File: src/rtl/eu_pkg.sv
// Shared definitions for the Execution Unit shift path: shifter micro-op
// encodings, request op encodings and the sequencer state type.
package eu_pkg;

  localparam logic [3:0] OP_NOP  = 4'b0000;
  localparam logic [3:0] OP_MOVB = 4'b1100;
  localparam logic [3:0] OP_SHR  = 4'b1101;
  localparam logic [3:0] OP_SHL  = 4'b1110;

  typedef enum logic [1:0] {
    REQ_MOV  = 2'b00,
    REQ_SHR  = 2'b01,
    REQ_SHL  = 2'b10,
    REQ_RSVD = 2'b11
  } req_op_e;

  typedef enum logic [1:0] {
    ST_IDLE  = 2'b00,
    ST_LOAD  = 2'b01,
    ST_SHIFT = 2'b10,
    ST_DONE  = 2'b11
  } seq_state_e;

endpackage

File: src/rtl/eu_shift_sequencer_if.sv
// Request/response handshake between the control unit (master) and the
// shift sequencer (slave).
interface eu_shift_sequencer_if #(
  parameter int unsigned BUS_WIDTH = 16,
  parameter int unsigned CNT_WIDTH = 4
);
  logic                 req_valid;
  logic                 req_ready;
  logic [1:0]           req_op;
  logic [CNT_WIDTH-1:0] req_amount;
  logic [BUS_WIDTH-1:0] req_data;
  logic                 rsp_valid;
  logic                 rsp_ready;
  logic [BUS_WIDTH-1:0] rsp_data;
  logic                 rsp_err;

  modport master (
    output req_valid, req_op, req_amount, req_data, rsp_ready,
    input  req_ready, rsp_valid, rsp_data, rsp_err
  );

  modport slave (
    input  req_valid, req_op, req_amount, req_data, rsp_ready,
    output req_ready, rsp_valid, rsp_data, rsp_err
  );
endinterface

File: src/rtl/eu_shift_sequencer.sv
// Multi-cycle shift controller: loads the operand through the shifter with
// MOVB, then issues one single-bit SHR/SHL per cycle, feeding each result
// back into B, and returns the final value on the response channel.
module eu_shift_sequencer
  import eu_pkg::*;
#(
  parameter int unsigned BUS_WIDTH = 16,
  parameter int unsigned CNT_WIDTH = 4
) (
  input  logic                 clk,
  input  logic                 rst,
  eu_shift_sequencer_if.slave  bus,
  output logic [3:0]           eu_op_select,
  output logic [BUS_WIDTH-1:0] eu_B,
  input  logic [BUS_WIDTH-1:0] eu_data_out
);

  seq_state_e           state_q, state_d;
  req_op_e              op_q, op_d;
  logic [BUS_WIDTH-1:0] acc_q, acc_d;
  logic [CNT_WIDTH-1:0] amount_q, amount_d;
  logic [CNT_WIDTH-1:0] count_q, count_d;
  logic                 err_q, err_d;
  logic                 req_ready_q, req_ready_d;
  logic                 rsp_valid_q, rsp_valid_d;
  logic [3:0]           op_sel_q, op_sel_d;

  // Next-state, datapath and registered-output decode.
  // Outputs are decoded from the next state so they are flops aligned with
  // the state they describe, keeping req_*/rsp_ready off any output path.
  always_comb begin
    state_d  = state_q;
    op_d     = op_q;
    acc_d    = acc_q;
    amount_d = amount_q;
    count_d  = count_q;
    err_d    = err_q;

    case (state_q)
      ST_IDLE: begin
        if (bus.req_valid && req_ready_q) begin
          op_d     = req_op_e'(bus.req_op);
          amount_d = bus.req_amount;
          acc_d    = bus.req_data;
          if (req_op_e'(bus.req_op) == REQ_RSVD) begin
            err_d   = 1'b1;
            state_d = ST_DONE;
          end else begin
            state_d = ST_LOAD;
          end
        end
      end
      ST_LOAD: begin
        acc_d   = eu_data_out;
        count_d = amount_q;
        if (amount_q == '0 || op_q == REQ_MOV) state_d = ST_DONE;
        else                                   state_d = ST_SHIFT;
      end
      ST_SHIFT: begin
        acc_d   = eu_data_out;
        count_d = count_q - CNT_WIDTH'(1);
        if (count_q == CNT_WIDTH'(1)) state_d = ST_DONE;
      end
      ST_DONE: begin
        if (bus.rsp_ready) begin
          err_d   = 1'b0;
          state_d = ST_IDLE;
        end
      end
      default: state_d = ST_IDLE;
    endcase

    req_ready_d = (state_d == ST_IDLE);
    rsp_valid_d = (state_d == ST_DONE);
    case (state_d)
      ST_LOAD:  op_sel_d = OP_MOVB;
      ST_SHIFT: op_sel_d = (op_d == REQ_SHR) ? OP_SHR : OP_SHL;
      default:  op_sel_d = OP_NOP;
    endcase
  end

  // State and output registers with asynchronous reset.
  always_ff @(posedge clk or posedge rst) begin
    if (rst) begin
      state_q     <= ST_IDLE;
      op_q        <= REQ_MOV;
      acc_q       <= '0;
      amount_q    <= '0;
      count_q     <= '0;
      err_q       <= 1'b0;
      req_ready_q <= 1'b1;
      rsp_valid_q <= 1'b0;
      op_sel_q    <= OP_NOP;
    end else begin
      state_q     <= state_d;
      op_q        <= op_d;
      acc_q       <= acc_d;
      amount_q    <= amount_d;
      count_q     <= count_d;
      err_q       <= err_d;
      req_ready_q <= req_ready_d;
      rsp_valid_q <= rsp_valid_d;
      op_sel_q    <= op_sel_d;
    end
  end

  assign bus.req_ready = req_ready_q;
  assign bus.rsp_valid = rsp_valid_q;
  assign bus.rsp_data  = acc_q;
  assign bus.rsp_err   = err_q;
  assign eu_op_select  = op_sel_q;
  assign eu_B          = acc_q;

endmodule

File: src/flat_wrapper.sv
// flat-port wrapper written by rule: the top's interface ports become plain ports
module eu_shift_sequencer_flat import eu_pkg::*;
#(
  parameter int unsigned BUS_WIDTH = 16,
  parameter int unsigned CNT_WIDTH = 4
)
  (clk, rst, eu_op_select, eu_B, eu_data_out, bus_req_valid, bus_req_op, bus_req_amount, bus_req_data, bus_rsp_ready, bus_req_ready, bus_rsp_valid, bus_rsp_data, bus_rsp_err);
  eu_shift_sequencer_if #(.BUS_WIDTH(BUS_WIDTH), .CNT_WIDTH(CNT_WIDTH)) bus_i ();
  input  logic clk;
  input  logic rst;
  output logic [3:0] eu_op_select;
  output logic [BUS_WIDTH-1:0] eu_B;
  input  logic [BUS_WIDTH-1:0] eu_data_out;
  input wire logic [$bits(bus_i.req_valid)-1:0] bus_req_valid;
  input wire logic [$bits(bus_i.req_op)-1:0] bus_req_op;
  input wire logic [$bits(bus_i.req_amount)-1:0] bus_req_amount;
  input wire logic [$bits(bus_i.req_data)-1:0] bus_req_data;
  input wire logic [$bits(bus_i.rsp_ready)-1:0] bus_rsp_ready;
  output wire logic [$bits(bus_i.req_ready)-1:0] bus_req_ready;
  output wire logic [$bits(bus_i.rsp_valid)-1:0] bus_rsp_valid;
  output wire logic [$bits(bus_i.rsp_data)-1:0] bus_rsp_data;
  output wire logic [$bits(bus_i.rsp_err)-1:0] bus_rsp_err;
  assign bus_i.req_valid = bus_req_valid;
  assign bus_i.req_op = bus_req_op;
  assign bus_i.req_amount = bus_req_amount;
  assign bus_i.req_data = bus_req_data;
  assign bus_i.rsp_ready = bus_rsp_ready;
  assign bus_req_ready = bus_i.req_ready;
  assign bus_rsp_valid = bus_i.rsp_valid;
  assign bus_rsp_data = bus_i.rsp_data;
  assign bus_rsp_err = bus_i.rsp_err;
  eu_shift_sequencer #(.BUS_WIDTH(BUS_WIDTH), .CNT_WIDTH(CNT_WIDTH)) u_core (.clk(clk), .rst(rst), .bus(bus_i), .eu_op_select(eu_op_select), .eu_B(eu_B), .eu_data_out(eu_data_out));
endmodule
File: config.mk
export PLATFORM = sky130hd
export DESIGN_NAME = eu_shift_sequencer_flat
export DESIGN_NICKNAME = d
export VERILOG_FILES = /design/src/rtl/eu_pkg.sv /design/src/rtl/eu_shift_sequencer_if.sv /design/src/rtl/eu_shift_sequencer.sv /design/src/flat_wrapper.sv
export SDC_FILE = /design/constraint.sdc
export NUM_CORES = 1
export LEC_CHECK = 0
export ABC_AREA = 1
export CORE_MARGIN = 2
export CORE_UTILIZATION = 40
export CTS_CLUSTER_SIZE = 30
export DETAILED_ROUTE_END_ITERATION = 8
export PLACE_DENSITY = 0.74
export REMOVE_ABC_BUFFERS = 1
export SYNTH_ARGS = -nofsm -noshare
export SYNTH_HDL_FRONTEND = slang
export SYNTH_SLANG_ARGS = --single-unit
File: constraint.sdc
create_clock -name clk -period 2.1 [get_ports clk]
set_input_delay 0.21 -clock clk [delete_from_list [all_inputs] [get_ports clk]]
set_output_delay 0.21 -clock clk [all_outputs]
set_load 0.01 [all_outputs]
==> out/metrics.cfg, run 1 <==
[synthesis]
synth_xor_area_frac=0
syn_avg_cell_area_um2=7.58
synth-simple-area-share=0.251
ys_seq_elements=34
synth-adder-area-share=0.0585
synth_top_family_by_area=simple AND/OR/NAND/NOR gates
yosysSeqAreaShare=0.443
netlist.area_leader.share=0.429
netlist_top_cells_area=dfrtp_1 43%, nand2_1 20%, buf_4 7.0%
synth_warnings=0
syn_inst=254
synth_compound_area_frac=0.0936
yosysUniqueCellTypes=20
yosysTopAreaCell=dfrtp_1
muxShareOfSynthArea=0
synth_area_mm2=0.00192

[route]
wl_per_cell_um=11.5
drt-vias-per-instance=4.55
firstDrtPassIters=4
drtIter0Drc=89
vias=1716
drc=0
ant_nets=0
wirelength_mm=4.35

[place]
dp_hpwl_mm=3.32
port_buffers=80
place.gp.congestion=0.800

[power]
total_power_mw=4.56
vdd_drop_max_uv=975
leakage_nw=1.38
p_per_area_mw_per_mm2=1640

[timing]
maxSlewHeadroom=0.545
drv_slew=0
rsz0062_at_grt=false
finalSetupViolCount=0
min_period_ps=1860
tns_ps=0
fin_skew_ps=2.45
fmax_mhz=539
hold_viol_final=0
worstMarginPinSlew_ps=679
timing.final.crit_share=0.884

[layout]
multi_input_area_um2=776
register_area_um2=852
nets=373
utilization=0.592
diodes=0
fillers=430
drive_gt1_frac=0.0650
area_growth_pct=44.4

[cts]
cts-resized-gates=0
cts-buffers-inserted=5
htree_levels=2
clockBufferDepth=2
clk_latency_ps=280
cts_tree=built
cts.sinks=34
root_buffer=clkbuf_8
ctsHoldBuffers=0
cts.clk_slew.worst_paths_ps=70
postCtsSetupBuffers=0

[critical_path]
path_buf_inv=4
cp_top_family=adder cells
reg2reg_setup_slack_ps=240
cp.required_ps=2310
crit_top_cell=inv_1
crit_arrival_ps=2070
cp-end-kind=flip-flop
startpoint_type=flip-flop
cp_slowest_cell=dfrtp_1
cp_slowest_stage_delay_ps=420
path_class=flip-flop to flip-flop
path_cells=inv_1, ha_1, inv_2, nor2_8, nand2_1, nand3_1, inv_1, ha_1, inv_1, nand2_1, a21oi_1
path_max_fanout=8

[floorplan]
dieArea_mm2=0.00538
die_h_um=73.4
core_mm2=0.00469
std_cell_rows=25
ioPinCount=81
initial_utilization=0.410
die_w_um=73.4

[grt]
overflow=0
grt_max_degree=33
grtUsageTotal=0.170
grt_pass1_vias=1604
antenna_found_initial=0
grt_pass1_wl_mm=7.13

[flow_run]
maxCapViolCount=0

[worst_hold_path]
hold_path.class=input pin to asynchronous set/reset pin

[status]
run_status=finished clean

==> path summary, 6_finish.rpt <==
check / startpoint / depth (start not counted) / end
max reg2reg: u_core.state_q[0] / 11 / u_core.eu_op_select[1]
max in group asynchronous: rst / 3 / u_core.bus.rsp_data[9]
min: rst / 2 / u_core.bus.rsp_data[0]
max: u_core.state_q[0] / 11 / u_core.eu_op_select[1]
min reg2reg: u_core.count_q[3] / 2 / u_core.count_q[3]
min in group clk: bus_req_amount[3] / 3 / u_core.amount_q[3]
==> per-stage QoR <==
step,std cells,hold WS [ps],cell area [um2],worst slack [ps]
global route,377,355,2780,78.5
detailed placement,369,472,2670,266
global placement,369,463,2670,351
floorplan,231,327,1760,77.9
CTS,377,313,2780,246
finish,377,293,2780,243
==> area by class of cell <==
type,count,area share
clock inverters,3,0.0144
repair buffers,84,0.303
flip-flops and latches,34,0.307
well taps,54,0.0243
multi-input cells,162,0.279
clock buffers,5,0.0248
inverters,35,0.0473
==> layer usage <==
layer,vias to the layer above,global-route usage,part of all wire,wire (um)
met5,-,0,0,0
met4,0,0.0525,0.012,52
met3,4,0.0466,0.070,305
met2,58,0.289,0.48,2080
met1,768,0.211,0.44,1910
li1,886,-,-,-
==> where the power goes <==
| group | switching, mW | internal, mW |
|---|---|---|
| logic | 1.52 | 1.24 |
| clock network | 0.234 | 0.349 |
| registers | 0.218 | 1.00 |
| total | 1.97 | 2.59 |
==> cells in the final DEF (no fill, tap or decap), types with 2 or more instances in the layout <==
| cell type | n |
|---|---|
| a21oi_1 | 2 |
| buf_4 | 3 |
| clkbuf_8 | 5 |
| clkdlybuf4s50_1 | 80 |
| clkinv_2 | 2 |
| dfrtp_1 | 33 |
| ha_1 | 9 |
| inv_1 | 33 |
| inv_2 | 2 |
| nand2_1 | 101 |
| nand2_2 | 3 |
| nand3_1 | 6 |
| nor2_1 | 8 |
| o21ai_0 | 23 |
| o21ai_1 | 6 |
==> cell usage after synthesis <==
cell type,instances
nand2_2,3
o21ai_1,6
inv_1,33
nor3_1,1
dfrtp_1,33
buf_6,1
nor2_8,1
nor2_1,8
o21ai_4,1
o21ai_2,1
clkbuf_1,1
o21ai_0,23
nand3_1,6
buf_4,18
a21oi_1,2
buf_2,3
nand2_1,101
inv_2,2
ha_1,9
dfstp_2,1
==> kinds of logic (layout without fill, tap and decap cells) <==
logic type,count (synthesis),after routing
adder cells (fa/ha/maj),9,9
AO/OA/AOI/OAI,33,33
AND/OR/NAND/NOR,120,120
buffers and inverters,58,127
flip-flops,34,34
==> registers in the layout (all words and copies together), names as in the netlist <==
register,count
u_core.bus.rsp_data,16
u_core.amount_q,4
u_core.count_q,4
u_core.eu_op_select,3
u_core.op_q,2
u_core.state_q,2
u_core.bus.req_ready,1
u_core.bus.rsp_err,1
u_core.bus.rsp_valid,1
No activity file was read; power rests on OpenSTA's default activity.
==> run 2: changes to the inputs <==
--- a/config.mk
+++ b/config.mk
@@ -10,7 +10,7 @@
 export CORE_UTILIZATION = 40
 export CTS_CLUSTER_SIZE = 30
 export DETAILED_ROUTE_END_ITERATION = 8
-export PLACE_DENSITY = 0.74
+export PLACE_DENSITY_LB_ADDON = 0.2
 export REMOVE_ABC_BUFFERS = 1
 export SYNTH_ARGS = -nofsm -noshare
 export SYNTH_HDL_FRONTEND = slang
==> out/metrics.cfg, run 2 (synthesized netlist as in run 1, its figures left out) <==
[status]
run_status=finished clean

[floorplan]
std_cell_rows=25
die_w_um=73.4
initial_utilization=0.410
core_mm2=0.00469
ioPinCount=81
die_h_um=73.4
dieArea_mm2=0.00538

[critical_path]
crit_cells=11
cp_top_family=adder cells
timing.rr.start=u_core.state_q[0]
path_class=flip-flop to flip-flop
startpoint_type=flip-flop
crit_start=u_core.state_q[0]
crit_arrival_ps=2100
r2r-end=u_core.eu_op_select[1]
path_cells=inv_1, ha_1, buf_4, nor2_1, nand3_1, nand3_1, inv_1, ha_1, inv_1, nand2_1, a21oi_1
path_buf_inv=4
reg2reg_setup_slack_ps=220
crit_end=u_core.eu_op_select[1]
worst_r2r_path_depth=11
cp-end-kind=flip-flop
path_max_fanout=4
cp.required_ps=2310
cp_slowest_cell=dfrtp_1
crit_top_cell=inv_1
cp_slowest_stage_delay_ps=390

[power]
intPower_mw=2.46
clockPowerShare=0.102
comb_power_share=0.624
vdd_drop_max_uv=1370
p_per_area_mw_per_mm2=1620
seqPwrFrac=0.274
leakage_nw=1.36
total_power_mw=4.43
sw_frac_of_total=0.445
p_switching_mw=1.97

[timing]
maxSlewHeadroom=0.520
drv_slew=0
min_period_ps=1880
timing.final.crit_share=0.896
finalSetupViolCount=0
hold_viol_final=0
fin_skew_ps=3.87
setup_slack_ps=218
tns_ps=0
worstMarginPinSlew_ps=717
rsz0062_at_grt=false
hold_ws_ps=313
fmax_mhz=531

[layout]
register_area_um2=852
diodes=0
fillers=458
drive_gt1_frac=0.0652
layout_common_cells=101 x nand2_1, 80 x clkdlybuf4s50_1, 33 x inv_1, 33 x dfrtp_1, 23 x o21ai_0
fin_cells=376
final_common_cell=nand2_1
multi_input_area_um2=778
nets=373
stdcell_area_mm2=0.00274
utilization=0.584
area_growth_pct=42.3
largest_register_ffs=16

[cts]
cts_tree=built
cts-buffers-inserted=5
cts.sinks=34
clockBufferDepth=2
clk_latency_ps=280
htree_levels=2
cts.clk_slew.worst_paths_ps=70
root_buffer=clkbuf_8
postCtsSetupBuffers=0

[route]
drtIter0Drc=65
vias=1684
wirelength_mm=4.36
drc=0
ant_nets=0
wl_per_cell_um=11.6
firstDrtPassIters=4
drt-vias-per-instance=4.48

[grt]
antenna_found_initial=0
grt_max_degree=35
grtUsageTotal=0.168
overflow=0
grt_pass1_wl_mm=6.89
grt_pass1_vias=1527

[flow_run]
maxCapViolCount=0

[place]
dp.cells=369
place_ws_ps=230
port_buffers=80
dpl_cell_area_mm2=0.00266
dp_hpwl_mm=3.19
place.gp.congestion=0.776

[worst_hold_path]
hold_path.class=input pin to asynchronous set/reset pin

run 2: cell count changes in the layout (fill, tap and decap cells not counted):
cell,previous run,this run
ha_1,9,8
bufinv_16,1,0
buf_4,3,4
ha_2,0,1
buf_12,1,0
run 2: per-layer routing:
| metal | global-route usage | vias up | wire length, um |
|---|---|---|---|
| li1 | - | 885 | - |
| met1 | 0.217 | 750 | 1980 |
| met2 | 0.272 | 41 | 2080 |
| met3 | 0.0343 | 8 | 219 |
| met4 | 0.0727 | 0 | 80 |
| met5 | 0 | - | 0 |
run 2: worst register-to-register path: cells and delay by family, from the launching register on:
family / cells / cell delay (ps)
and+or+nand+nor: 4 / 380
DFF: 1 / 390
buffers and inverters: 4 / 430
AOI/OAI and AO/OA: 1 / 120
adders and majority gates: 2 / 500
run 2: area by class of cell:
type | instances | share of cell area
Clock inverter | 2 | 0.00365
Tap cell | 54 | 0.0247
Timing Repair Buffer | 84 | 0.303
Inverter | 35 | 0.0480
Multi-Input combinational cell | 162 | 0.284
Clock buffer | 5 | 0.0251
Sequential cell | 34 | 0.311
run 2: power by group through the flow:
stage	sequential (mW)	clock [mW]	combinational, mW
floorplan	1.36	0	1.41
global placement	1.22	0	2.74
detailed placement	1.23	0	2.78
CTS	1.22	0.468	2.80
global route	1.26	0.495	3.17
finish	1.21	0.453	2.76
run 2: worst min-delay path by stage:
| stage | startpoint | endpoint | slack (ps) |
|---|---|---|---|
| after floorplan | bus_req_amount[1] | u_core.amount_q[1] | 330 |
| after global placement | u_core.count_q[3] | u_core.count_q[3] | 470 |
| after detailed placement | u_core.count_q[3] | u_core.count_q[3] | 470 |
| after CTS | rst | u_core.bus.rsp_data[1] | 340 |
| after global routing | rst | u_core.bus.rsp_data[1] | 380 |
| final | rst | u_core.bus.rsp_data[1] | 310 |
run 2: what timing repair did:
item	4_1_cts	5_1_grt
resized for setup	0	1
setup endpoints to repair	0	1
hold buffers	0	0
